`src/rtl/pipe_stall_ctrl.sv`:
```
// Pipeline interlock controller for the five-stage CPU.
// Resolves load-use hazards, multiply/divide EX occupancy and memory wait states,
// and drives the per-stage register enables plus the ID/EX bubble control.
// Optional macro STALL_CNT_EN: enables a saturating 32-bit stall-cycle counter;
// when undefined stall_cnt is tied to zero.
module pipe_stall_ctrl #(
  parameter int unsigned MDU_CYCLES = 32,
  parameter int unsigned CW         = 6
) (
  input  logic        clk,
  input  logic        clr,
  input  logic [4:0]  id_rs,
  input  logic [4:0]  id_rt,
  input  logic        id_use_rs,
  input  logic        id_use_rt,
  input  logic        id_mdu,
  input  logic        ex_wreg,
  input  logic        ex_m2reg,
  input  logic [4:0]  ex_rn,
  input  logic        mem_wait,
  output logic        pc_en,
  output logic        ifid_en,
  output logic        idex_en,
  output logic        exmem_en,
  output logic        memwb_en,
  output logic        bubble,
  output logic        mdu_start,
  output logic        mdu_busy,
  output logic [31:0] stall_cnt
);

  typedef enum logic {StIdle, StBusy} state_e;

  state_e        state_q, state_d;
  logic [CW-1:0] cnt_q, cnt_d;
  logic          ld_haz;

  // Load in EX whose destination is read by the instruction in ID; r0 never interlocks.
  assign ld_haz = ex_wreg & ex_m2reg & (ex_rn != 5'd0) &
                  ((id_use_rs & (id_rs == ex_rn)) | (id_use_rt & (id_rt == ex_rn)));

  // State and busy-counter registers.
  always_ff @(posedge clk or posedge clr) begin
    if (clr) begin
      state_q <= StIdle;
      cnt_q   <= '0;
    end else begin
      state_q <= state_d;
      cnt_q   <= cnt_d;
    end
  end

  // Prioritised hazard resolution: memory wait, MDU busy, load-use, MDU issue.
  always_comb begin
    state_d   = state_q;
    cnt_d     = cnt_q;
    pc_en     = 1'b1;
    ifid_en   = 1'b1;
    idex_en   = 1'b1;
    exmem_en  = 1'b1;
    memwb_en  = 1'b1;
    bubble    = 1'b0;
    mdu_start = 1'b0;
    mdu_busy  = (state_q == StBusy);

    if (mem_wait) begin
      // Whole pipe frozen; the MDU count pauses with it.
      pc_en    = 1'b0;
      ifid_en  = 1'b0;
      idex_en  = 1'b0;
      exmem_en = 1'b0;
      memwb_en = 1'b0;
    end else if (state_q == StBusy) begin
      pc_en   = 1'b0;
      ifid_en = 1'b0;
      bubble  = 1'b1;
      if (cnt_q == CW'(1)) begin
        state_d = StIdle;
        cnt_d   = '0;
      end else begin
        cnt_d = cnt_q - CW'(1);
      end
    end else if (ld_haz) begin
      // One bubble suffices: the load reaches MEM next cycle and forwards from there.
      pc_en   = 1'b0;
      ifid_en = 1'b0;
      bubble  = 1'b1;
    end else if (id_mdu) begin
      mdu_start = 1'b1;
      cnt_d     = CW'(MDU_CYCLES - 1);
      state_d   = StBusy;
    end
  end

`ifdef STALL_CNT_EN
  logic [31:0] stall_cnt_q;

  // Saturating count of cycles in which the front end is held.
  always_ff @(posedge clk or posedge clr) begin
    if (clr) begin
      stall_cnt_q <= '0;
    end else if (!pc_en && (stall_cnt_q != 32'hFFFF_FFFF)) begin
      stall_cnt_q <= stall_cnt_q + 32'd1;
    end
  end

  assign stall_cnt = stall_cnt_q;
`else
  assign stall_cnt = 32'h0;
`endif

endmodule

```
`config.mk`:
```
export PLATFORM = sky130hd
export DESIGN_NAME = pipe_stall_ctrl
export DESIGN_NICKNAME = d
export VERILOG_FILES = /design/src/rtl/pipe_stall_ctrl.sv
export SDC_FILE = /design/constraint.sdc
export NUM_CORES = 1
export LEC_CHECK = 0
export CAP_MARGIN = 20
export CORE_MARGIN = 3
export CORE_UTILIZATION = 39
export CTS_BUF_LIST = sky130_fd_sc_hd__clkbuf_8
export DETAILED_ROUTE_END_ITERATION = 12
export PLACE_DENSITY = 0.9
export RECOVER_POWER = 25
export SYNTH_ARGS = -nofsm -noshare
export SYNTH_HDL_FRONTEND = slang
export SYNTH_SLANG_ARGS = --single-unit
```
`constraint.sdc`:
```
create_clock -name clk -period 3.1 [get_ports clk]
set_input_delay 0.465 -clock clk [delete_from_list [all_inputs] [get_ports clk]]
set_output_delay 0.465 -clock clk [all_outputs]
set_load 0.005 [all_outputs]
```
======== Word-level counts from Yosys, hierarchy flattened ========
Index checks and enable logic that the tools add are counted.
word-level totals
  bits in registers ....................... 7
  bits of input ports ..................... 23
  word-level logic and storage cells ...... 34
operators by class
  $add $sub $neg .......................... 1
  equal/unequal tests ..................... 4
  muxes and demuxes ....................... 17
  bitwise gates (word level) .............. 7
  reductions and logical operators ........ 3
operators with widths
  cell                                              count
  2-to-1 mux 6 bit                                  4
  2-to-1 mux 1 bit                                  13
  == test 5 bit                                     2
  == test 6 x 1 -> 1 bit, second input constant     1
  subtractor 6 x 1 -> 6 bit, second input constant  1
  bitwise AND 1 bit                                 5
  nonzero test 5 bit                                1
  AND reduction 3 bit                               1
  != test 2 bit, second input constant              1
  nonzero test 2 bit                                1
  NOT 1 bit                                         1
  bitwise OR 1 bit                                  1

======== Logic depth before layout (Yosys ltp) ========
  word-level depth ........................ 7
  mapped depth ............................ 7
  mapped depth without buffers ............ 6

======== Worst setup path before layout ========
OpenSTA, ideal clock, no wires.
  path kind ............................... input port to output port
  start point ............................. input ex_rn[0]
  end point ............................... output pc_en
  arrival time ............................ 1.793 ns
  path slack .............................. 0.842 ns
  stages .................................. 6
  path buffers ............................ 2
  cells stage by stage .................... or3_1 o311a_1 and2_4 buf_6 nor3_1 buf_4
between the ends
  longest elaborated chain between the ends .. 7
RTL lines
  element                           RTL line  text
  start, declared                   19        input logic [4:0] ex_rn,
  == test 5 bit                     40        ((id_use_rs & (id_rs == ex_rn)) | (id_use_rt & (id_rt == ex_rn)));
  bitwise AND 1 bit                 40
  bitwise OR 1 bit                  40
  bitwise AND 1 bit *               39        assign ld_haz = ex_wreg & ex_m2reg & (ex_rn != 5'd0) &
  2-to-1 mux 1 bit * (3 in series)  n/a
  end, declared                     21        output logic pc_en,
Mark *: on every way between the ends. The rest lies on a longest branch, timed or not.

======== Worst setup path after layout ========
  start point ............................. input ex_rn[0]
  end point ............................... output pc_en
between the ends
  longest elaborated chain between the ends .. 7
RTL lines
  element              RTL line  text
  == test 5 bit        40
  bitwise AND 1 bit    40
  bitwise OR 1 bit     40
  bitwise AND 1 bit *  39
  2-to-1 mux 1 bit *   83        end else if (ld_haz) begin
  2-to-1 mux 1 bit *   73        end else if (state_q == StBusy) begin
  2-to-1 mux 1 bit *   66        if (mem_wait) begin
Marked as above.

==> results_dict.tcl <==
set metrics [dict create \
    rsz0062_at_grt "false" \
    grt_pass1_vias 728 \
    endpoint_kind "primary output" \
    post_cts_buffers 0 \
    slew_headroom_pct 58.23 \
    multiInputGateArea_um2 545.5 \
    netlist_area_um2 910.9 \
    postRouteAntennaNets 0 \
    cts_buffers 3 \
    path_common_cell "clkdlybuf4s50_1" \
    hp-class "in -> async" \
    post_dp_cell_area_mm2 0.001095 \
    drive_above_1_share_pct 8.276 \
    fin_area_mm2 0.001149 \
    finalPower_uw 505.5 \
    cp_max_fo 8 \
    cp_top_family "buffers and inverters" \
    regArea_um2 175.2 \
    pwr-share-comb_pct 43.9 \
    synthArstFlopShare_pct 100.0 \
    die-area_mm2 0.002951 \
    setup_viol 0 \
    synth_most_common_cell "buf_4" \
    port_buffers 30 \
    tns_ns 0 \
    switching_share_pct 37.58 \
    p_int_uw 315.5 \
    yosys.area.top_type "buf_4" \
    synth_top_area_share_pct 28.85 \
    grt.total_usage_pct 13.47 \
    worstPathRequired_ns 2.63 \
    grt_max_degree 12 \
    clock_path_buffers 2 \
    wirelength_um 2093 \
    cap_violations 0 \
    clock_skew_ns 0.006867 \
    start_util_pct 43.75 \
    pwr-share-clk_pct 25.7 \
    wl_per_cell_um 12.17 \
    power_switching_uw 190.0 \
    synth_edf_count 0 \
    start_kind "primary input" \
    cp.depth 6 \
    cts_hold_buf 0 \
    layout_setup_ws_ns 0.1046 \
    place_hpwl_um 1815 \
    antennaDiodeCount 0 \
    max_freq_mhz 333.8 \
    ys_seq_area_share_pct 19.23 \
    cts_tree "yes" \
    cts_max_level 1 \
    synth_common_cells "buf_4, xnor2_1, nor2_1" \
    irDropWorstVdd_v 0.0003988 \
    viasPerCell 4.674 \
    clk_pin_slew_worst_paths_ns 0.05 \
    num-fill-cells 210 \
    status "completed" \
    synth-seq-cells 7 \
    p_seq_share_pct 30.4 \
    powerDensity_mw_per_mm2 440.1 \
    critPathKind "in -> out" \
    period_needed_ns 2.995 \
    antenna_found_initial 0 \
    worstPathBufferInverterCount 2 \
    fp.dieW_um 54.33 \
    dp_slack_ns 0.001585 \
    drc 0 \
    clock_sinks 7 \
    overflow 0 \
    hold_viol 0 \
    row_count 16 \
    die_y_um 54.33 \
    fin_crit_sh_pct 96.63 \
    synth.avg_cell_area_um2 7.852 \
    cts_root_buf "clkbuf_8" \
    gp_congestion 0.8439 \
    drv_slew 0 \
    cp.arrival_ns 2.53 \
    synthFlopType "dfrtp_1" \
    postSynthCellCount 116 \
    num_vias 804 \
    io_pins 63 \
    num-nets-final 171 \
    synth_area_leaders "buf_4, dfrtp_1, xnor2_1" \
    grt_pass1_wl_um 2967 \
    tightest_slew_ns 0.6252 \
    max_stage_delay_ns 0.53 \
    synth.distinct_cells 31 \
    synth_warnings 0 \
    crit_slowest_cell "clkdlybuf4s50_1" \
    drt_first_pass_iters 4 \
    syn_to_final_growth_pct 26.10 \
    clock_latency_ns 0.23 \
    power.leakage_uw 0.0005258 \
    cp_cell_sequence "clkdlybuf4s50_1, or3_1, o311a_1, and2_4, nor3_2, clkdlybuf4s50_1" \
    drt_iter0_drc 11 \
    coreArea_mm2 0.002082 \
    r2r_cells 6 \
]
[worst reg2reg max path, delay by kind of cell, from the launching register on]
family	cells	cell delay, ns
AO/OA/AOI/OAI	2	0.45
AND/OR/NAND/NOR	2	0.76
buffers and inverters	1	0.10
flip-flops	1	0.39
adder cells (fa/ha/maj)	1	0.14
[area by class of cell]
class,instances,share of cell area (%)
timing repair buffer,32,27.67
multi-input combinational,94,47.49
clock buffer,3,3.595
sequential,7,15.25
tap,27,2.941
clock inverter,1,0.4357
inverter,8,2.614
[cell families after synthesis]
| family | after synthesis | synth area share [%] |
|---|---|---|
| buf+inv | 46 | 34.20 |
| simple gates | 28 | 14.97 |
| compound gates | 21 | 17.58 |
| xor+xnor | 10 | 9.615 |
| flops | 7 | 19.23 |
| fa+ha+maj | 2 | 2.747 |
| other cells | 1 | 0.4117 |
| mux | 1 | 1.236 |
[layer usage]
layer	vias up	share of wire (%)	global-route usage, %
met1	363	33	13.64
met5	-	0	0
met2	53	56	27.69
li1	388	-	-
met4	0	0	0
met3	0	12	4.360
[worst paths after layout]
| path | start | end | slack, ns |
|---|---|---|---|
| worst max-delay path | ex_rn[0] | pc_en | 0.10 |
| worst min-delay path | clr | cnt_q[4] | 0.61 |
| worst max register to register | cnt_q[1] | cnt_q[3] | 1.12 |
| worst min register to register | cnt_q[0] | cnt_q[0] | 0.62 |
| max in group asynchronous | clr | cnt_q[3] | 2.26 |
| min in group clk | cnt_q[0] | cnt_q[0] | 0.62 |
[registers in the layout, summed over array words and instances, names as in the netlist]
signal and flops:
cnt_q 6, mdu_busy 1
[through the flow]
stage	instances	util (%)	hold slack (ns)
3_3_place_gp	168	52.58	0.5810
3_5_place_dp	168	52.58	0.5936
4_1_cts	172	55.05	0.4762
2_1_floorplan	147	-	0.2684
6_report	172	55.17	0.6084
5_1_grt	172	55.17	0.6386
[layout by cell type, fill, tap and decap left out, types with 2 or more instances in the layout]
cell type        Yosys  layout
conb_1               1      32
clkdlybuf4s50_1      0      28
xnor2_1             10      10
nor2_1               8       8
inv_1                7       7
nand2_1              7       7
dfrtp_1              7       7
a21oi_1              5       5
nand4_1              3       3
a311oi_1             3       3
clkbuf_8             0       3
o22ai_1              2       2
o311a_1              2       2
a31oi_1              2       2
and3_1               2       2
a311oi_2             2       2
nand3_1              2       2
ha_1                 2       2
buf_4               35       2
[power by group through the flow]
| stage | Sequential [µW] | Clock, µW | Combinational [µW] |
|---|---|---|---|
| 2_1_floorplan | 145 | 0 | 182 |
| 3_3_place_gp | 151 | 0 | 208 |
| 3_5_place_dp | 153 | 0 | 221 |
| 4_1_cts | 153 | 131 | 221 |
| 5_1_grt | 158 | 139 | 245 |
| 6_report | 154 | 130 | 222 |
[what timing repair did]
item                                    in CTS  in global routing
resized for setup                            1                  1
endpoints found under the setup margin       1                  1
pin swaps                                    0                  0
No activity file was read; power rests on OpenSTA's default activity.
